===== src/rtl/regfile_pkg.sv =====
// Shared defaults and helpers for the register file with its pending-write scoreboard.
package regfile_pkg;

    localparam int DEF_DATA_W = 8;
    localparam int DEF_NREGS  = 4;
    localparam int MAX_NREGS  = 64;

    // Callers zero-extend their NREGS-bit vector to MAX_NREGS bits.
    function automatic int unsigned popcount(input logic [MAX_NREGS-1:0] v);
        int unsigned n;
        n = 0;
        for (int unsigned i = 0; i < MAX_NREGS; i++) begin
            if (v[i]) n++;
        end
        return n;
    endfunction

endpackage


===== src/rtl/regfile_scoreboard.sv =====
// Pending-write bits: issue sets, writeback clears, set wins on the same index.
module regfile_scoreboard
    import regfile_pkg::*;
#(
    parameter int NREGS    = DEF_NREGS,
    parameter int AW       = $clog2(NREGS),
    parameter bit ZERO_REG = 1'b0
) (
    input  logic             clk,
    input  logic             reset,
    input  logic             fire,
    input  logic             iss_wr,
    input  logic [AW-1:0]    iss_rd,
    input  logic             we,
    input  logic [AW-1:0]    rd,
    output logic [NREGS-1:0] pend,
    output logic             waw,
    output logic [AW:0]      pend_cnt
);

    localparam int CW = AW + 1;

    logic [NREGS-1:0] pend_d, pend_q;
    logic [AW:0]      pend_cnt_d, pend_cnt_q;

    always_comb begin
        pend_d = pend_q;
        for (int unsigned i = 0; i < NREGS; i++) begin
            if (we && rd == AW'(i))                pend_d[i] = 1'b0;
            if (fire && iss_wr && iss_rd == AW'(i)) pend_d[i] = 1'b1;
        end
        if (ZERO_REG) pend_d[0] = 1'b0;
        pend_cnt_d = CW'(popcount(MAX_NREGS'(pend_d)));
    end

    // A writeback landing this cycle on the destination resolves the WAW hazard.
    assign waw = iss_wr & pend_q[iss_rd] & ~(we && rd == iss_rd);

    always_ff @(posedge clk or posedge reset) begin
        if (reset) begin
            pend_q     <= '0;
            pend_cnt_q <= '0;
        end else begin
            pend_q     <= pend_d;
            pend_cnt_q <= pend_cnt_d;
        end
    end

    assign pend     = pend_q;
    assign pend_cnt = pend_cnt_q;

endmodule


===== src/rtl/regfile_sb.sv =====
// Multi-port register file with same-cycle write bypass and RAW/WAW stall generation.
module regfile_sb
    import regfile_pkg::*;
#(
    parameter int DATA_W   = DEF_DATA_W,
    parameter int NREGS    = DEF_NREGS,
    parameter int AW       = $clog2(NREGS),
    parameter bit ZERO_REG = 1'b0,
    parameter bit BYPASS   = 1'b1
) (
    input  logic              clk,
    input  logic              reset,
    input  logic [AW-1:0]     rs1,
    input  logic [AW-1:0]     rs2,
    input  logic              use1,
    input  logic              use2,
    input  logic              iss_valid,
    input  logic              iss_wr,
    input  logic [AW-1:0]     iss_rd,
    input  logic              we,
    input  logic [AW-1:0]     rd,
    input  logic [DATA_W-1:0] wd,
    output logic [DATA_W-1:0] dout1,
    output logic [DATA_W-1:0] dout2,
    output logic              busy1,
    output logic              busy2,
    output logic              stall,
    output logic [AW:0]       pend_cnt
);

    logic [NREGS-1:0][DATA_W-1:0] rf_d, rf_q;
    logic [NREGS-1:0]             pend;
    logic                         waw, fire;
    logic                         byp1, byp2, zero1, zero2;

    always_comb begin
        rf_d = rf_q;
        if (we && !(ZERO_REG && rd == '0)) rf_d[rd] = wd;
    end

    always_ff @(posedge clk or posedge reset) begin
        if (reset) rf_q <= '0;
        else       rf_q <= rf_d;
    end

    always_comb begin
        byp1  = BYPASS && we && (rd == rs1);
        byp2  = BYPASS && we && (rd == rs2);
        zero1 = ZERO_REG && (rs1 == '0);
        zero2 = ZERO_REG && (rs2 == '0);
        dout1 = zero1 ? '0 : (byp1 ? wd : rf_q[rs1]);
        dout2 = zero2 ? '0 : (byp2 ? wd : rf_q[rs2]);
        busy1 = pend[rs1] & ~byp1;
        busy2 = pend[rs2] & ~byp2;
        stall = iss_valid & ((use1 & busy1) | (use2 & busy2) | waw);
        fire  = iss_valid & ~stall;
    end

    regfile_scoreboard #(
        .NREGS    (NREGS),
        .AW       (AW),
        .ZERO_REG (ZERO_REG)
    ) u_sb (
        .clk      (clk),
        .reset    (reset),
        .fire     (fire),
        .iss_wr   (iss_wr),
        .iss_rd   (iss_rd),
        .we       (we),
        .rd       (rd),
        .pend     (pend),
        .waw      (waw),
        .pend_cnt (pend_cnt)
    );

endmodule


===== config.mk =====
export PLATFORM = sky130hd
export DESIGN_NAME = regfile_sb
export DESIGN_NICKNAME = d
export VERILOG_FILES = /design/src/rtl/regfile_pkg.sv /design/src/rtl/regfile_scoreboard.sv /design/src/rtl/regfile_sb.sv
export SDC_FILE = /design/constraint.sdc
export NUM_CORES = 1
export LEC_CHECK = 0
export ABC_AREA = 1
export ABC_CLOCK_PERIOD_IN_PS = 6500
export CORE_ASPECT_RATIO = 1.1
export CORE_MARGIN = 1
export CORE_UTILIZATION = 40
export CTS_CLUSTER_DIAMETER = 30
export DETAILED_ROUTE_END_ITERATION = 8
export GPL_TIMING_DRIVEN = 0
export PLACE_DENSITY = 0.62
export SKIP_LAST_GASP = 1
export SYNTH_ARGS = -nofsm -noshare
export SYNTH_HDL_FRONTEND = slang
export SYNTH_SLANG_ARGS = --single-unit

===== constraint.sdc =====
create_clock -name clk -period 6.5 [get_ports clk]
set_clock_uncertainty 0.2 [all_clocks]
set_input_delay 1.3 -clock clk [delete_from_list [all_inputs] [get_ports clk]]
set_output_delay 1.3 -clock clk [all_outputs]
set_load 0.01 [all_outputs]

After elaboration in Yosys (flattened, before gate mapping). Cells that the tools add are included.

Reductions and logical operators: 15. Order comparisons: 5. Bitwise gates (word level): 14. Mux-type cells: 27. Add/sub/neg operators: 3. Equal/unequal tests: 9.

Operators by type and width (count): $mux 8 (5); $bmux 8 s2 (2); $bwmux 32 (1); $demux 8 s2 (1); $logic_and 1x1->1 (13); $lt 2x3->1 const B (4); $mux 1 (12); $and 1x1->1 (8); $eq 2x2->1 const B (4); $bmux 1 s2 (3); $eq 2x2->1 (3); $mux 3 (2); $eq 2x1->1 const B (2); $logic_not 2->1 (2); $not 1->1 (4); $add 2x1->3 const B (1); $add 3x1->3 const B (1); $add 1x1->2 const B (1); $ge 2x1->1 const B (1); $mux 2 (1); $or 1x1->1 (2).

Bits in registers: 39. Word-level logic and storage cells: 79.

Depth between registers and ports, before layout.
Word-level depth: 20. Depth in mapped cells: 18.

Hierarchy. Synthesis repeated with hierarchy kept, for this count alone.

Cells, all modules: 366. Area total of the unflattened synthesis: 2706.3 sq um.

Modules (own cells, without submodules): regfile_sb (sequential area each 800.8 sq um, cells an instance 293, times used 1, area each 2178.3 sq um); regfile_scoreboard (sequential area each 175.2 sq um, cells an instance 73, times used 1, area each 528.0 sq um).

Least setup slack after synthesis. No wires, ideal clock.

Kind: input to output. From: in rs1[0]. To: out dout1[6]. Stages: 8. Data arrival time: 2.283 ns. Setup slack: 2.717 ns. Data required time: 5.000 ns. Cells stage by stage: buf_2 > inv_2 > nand2_1 > nand2_1 > nand3_4 > clkbuf_1 > nor2_1 > a31oi_1.

Word-level cells in the longest chain between the ends: 3. Elaborated cells between the ends (all ways): 5.

Ends and longest elaborated chain: from (decl) (RTL line regfile_sb.sv:13) `input logic [AW-1:0] rs1,`; $bmux 8 s2 / $eq 2x2->1 (equally long branches) (RTL line regfile_sb.sv:51, regfile_sb.sv:47); $mux 8 (not written as such) / $logic_and 1x1->1 (equally long branches) (RTL line regfile_sb.sv:51, regfile_sb.sv:47); $mux 8 (*) (RTL line regfile_sb.sv:51) `dout1 = zero1 ? '0 : (byp1 ? wd : rf_q[rs1]);`; to (decl) (RTL line regfile_sb.sv:23) `output logic [DATA_W-1:0] dout1,`.

Mark *: on every way between the ends. The rest lies on a longest branch, timed or not. The select of a mux whose other input is x is not followed.

Worst setup path after layout.
From: in rd[0]. To: out dout1[6].

Word-level cells in the longest chain between the ends: 3.

Ends and longest elaborated chain: from (decl) (RTL line regfile_sb.sv:21) `input logic [AW-1:0] rd,`; $eq 2x2->1 (RTL line regfile_sb.sv:47) `byp1 = BYPASS && we && (rd == rs1);`; $logic_and 1x1->1 (RTL line regfile_sb.sv:47); $mux 8 (RTL line regfile_sb.sv:51).

Every way passes these cells.

==> reports/metrics.cfg <==
[routing]
vias=2553
drt_iter0_markers=225
drtAntennaViolNets=0
drtPass1Iterations=4
post_drt_wl_per_cell_um=16.1
drc=0
via_per_inst=5.30
route.final.wire_length_um=7780

[global_route]
use_met2_pct=41.1
grt_pass1_vias=2439
grt_use_met3_pct=3.55
grt_pass1_wl_um=12400
antenna_found_initial=0
top_usage_layer=met2
globalRouteMet1Util_pct=32.2
gr-total-overflow=0
grt_usage_pct=24.7
grt_max_degree=40

[flow_run]
timing.max_cap.violations=0

[worst_setup_path]
cp-end-kind=output pin
cp_max_fo=10
ff2ff_path_depth=15
crit_family=buffers and inverters
cp_slowest_cell=clkdlybuf4s50_1
critPathKind=primary input to output pin
crit_buf_inv=4
rrSetupSlack_ps=4080
r2r-end=u_sb.pend_cnt[1]$_DFF_PP0_
crit_chain=clkdlybuf4s50_1 -> inv_1 -> nand2_1 -> nand2_1 -> nand3_4 -> clkbuf_1 -> nor2_1 -> a31oi_1 -> clkdlybuf4s50_1
crit_arrival_ps=3660
required_ps=5000
reg2reg_from=u_sb.pend[2]$_DFF_PP0_
start_kind=primary input
crit_path_max_incr_delay_ps=600

[finish]
drive_above_1_share_pct=7.41
diodes=0
layoutNonFillerInstCount=482
seqCellArea_um2=976
synthToLayoutAreaGrowth_pct=23.4
final_util_pct=52.4
nFillCells=605
nets=429
multi_input_area_um2=1280

[synth]
ys_async_sr_fraction_pct=100
synth_top_area_cell=dfrtp_1
syn_inst=356
avgSynthCellArea_um2=7.05
yosysUniqueCellTypes=26
ys_ff_latch=39
synth_nets=381
netlist_area_um2=2510
synth_edf_count=0
yosys-top-cells-count=nand2_1, o21ai_0, inv_1
ys.flop_type=dfrtp_1
seq_area_frac_synth_pct=38.9
yosys.cell_count.top_type=nand2_1
synth_area_leaders=dfrtp_1, nand2_1, o21ai_0
ys_warn_count=0
synth_top_area_share_pct=38.9

[sta]
maxSlewViolCount=0
hold-worst-slack_ps=291
fin_crit_sh_pct=79.3
setup-violations-final=0
max_slew.worst_pin.slew_ps=827
fin_setup_tns_ps=0
rsz0062_at_grt=false
slew_headroom_pct=44.8
fin_ws_ps=1340
hold_viol=0
post-route-min-period_ps=5160
timing.fmax_ghz=0.194

[pwr]
switchingPower_w=0.000254
vdd_ir_drop_max_mv=0.156
p_leak_nw=1.48
intPower_w=0.000475
comb_power_share_pct=35.5
swShare_pct=34.8
p_clk_share_pct=21.7
power_density_nw_per_um2=235
sequentialPowerShare_pct=42.8

[clock_tree]
cts-root-buf=clkbuf_8
postCtsHoldBufs=0
cts_sinks=39
post_cts_resized=0
cts_buffers=5
cts_max_path_buffers=2
path_clk_slew_ps=70
cts_tree=yes
postCtsSetupBuffers=0
htree_num_levels=2
clk_latency_ps=290

[worst_hold_path]
min_path_type=flop to flop
worstHoldPathCells=2
whs_endpoint=rf_q[8]$_DFFE_PP0P_
min-delay-start=rf_q[8]$_DFFE_PP0P_

[floorplan]
die_w_um=77.5
die_h_um=85.1
rows=29
dieArea_um2=6590
ios=45
initial_utilization_pct=42.4
core_um2=5910

[placement]
post-dp-hpwl_um=5330
dp_cells=474
portBuffers=41
gp_congestion=0.900
dpl_worst_slack_ps=1390

[outcome]
status=complete, no violations

## sequential cells by signal (all words and copies together) (netlist names)
| name | cells |
|---|---|
| rf_q | 32 |
| u_sb.pend | 4 |
| u_sb.pend_cnt | 3 |
## area by class of cell
cell class | count | share of cell area (%)
inverters | 45 | 5.45
clock buffers | 7 | 2.46
well taps | 77 | 3.11
flip-flops and latches | 39 | 31.5
clock inverters | 1 | 0.162
repair buffers | 41 | 13.3
plain buffers | 18 | 2.63
multi-input cells | 254 | 41.4
## through the flow
| stage | power (W) | cell area [um2] |
|---|---|---|
| finish | 0.000729 | 3100 |
| global route | 0.000778 | 3100 |
| CTS | 0.000732 | 3100 |
| detailed placement | 0.000574 | 3020 |
| global placement | 0.000569 | 3020 |
| floorplan | 0.000464 | 2510 |
## metal layers
metal,wire length [um],up-vias
li1,-,1255
met1,3380,1172
met2,3750,113
met3,514,13
met4,130,0
met5,0,-
## power groups by stage
stage / registers [W] / clock network [W] / logic (W)
after floorplan: 0.000312 / 0 / 0.000152
final: 0.000312 / 0.000159 / 0.000259
after global placement: 0.000314 / 0 / 0.000255
after detailed placement: 0.000316 / 0 / 0.000258
after CTS: 0.000311 / 0.000161 / 0.000259
after global routing: 0.000317 / 0.000173 / 0.000289
## kinds of logic after synthesis
| group | share of synthesized area (%) |
|---|---|
| AND/OR/NAND/NOR | 28.0 |
| AO/OA/AOI/OAI | 21.7 |
| adder cells (fa/ha/maj) | 0.997 |
| XOR/XNOR | 0.349 |
| buffers and inverters | 9.98 |
| flip-flops | 38.9 |
## worst min-delay path, stage by stage, from the launching register on
cell	delay [ps]
dfrtp_1	340
nand2_1	50
o21ai_0	60
## worst max-delay path by stage
stage	start	end	slack (ps)	depth (start not counted)
after floorplan	rs1[0]	dout1[6]	2720	8
after global placement	rd[0]	dout1[6]	1370	9
after detailed placement	rd[0]	dout1[6]	1390	9
after CTS	rd[0]	dout1[6]	1380	9
after global routing	rd[0]	dout1[6]	1200	9
final	rd[0]	dout1[6]	1340	9
## cells in the final DEF (no fill, tap or decap)
| cell | Yosys | layout |
|---|---|---|
| buf_6 | 1 | 1 |
| clkbuf_8 | 0 | 5 |
| nand4_4 | 1 | 1 |
| nand2_4 | 2 | 2 |
| dfrtp_1 | 39 | 39 |
| buf_1 | 1 | 1 |
| nor2_2 | 2 | 2 |
| ha_1 | 2 | 2 |
| nand3_1 | 13 | 13 |
| clkinv_2 | 0 | 1 |
| inv_1 | 41 | 40 |
| nand3b_1 | 1 | 1 |
| a31oi_1 | 16 | 16 |
| nand2_2 | 5 | 5 |
| nand2_1 | 97 | 97 |
| and2_1 | 3 | 3 |
| clkbuf_1 | 13 | 15 |
| clkdlybuf4s50_1 | 0 | 41 |
| o211ai_1 | 16 | 16 |
| inv_2 | 4 | 5 |
| nor2_1 | 25 | 25 |
| nand3_2 | 2 | 2 |
| nand3_4 | 2 | 2 |
| xnor2_1 | 1 | 1 |
| buf_2 | 2 | 2 |
| buf_4 | 1 | 1 |
| a21oi_1 | 16 | 16 |
| o21ai_0 | 49 | 49 |
| nor2_4 | 1 | 1 |
Note: power is estimated with default switching activity, not from simulation.
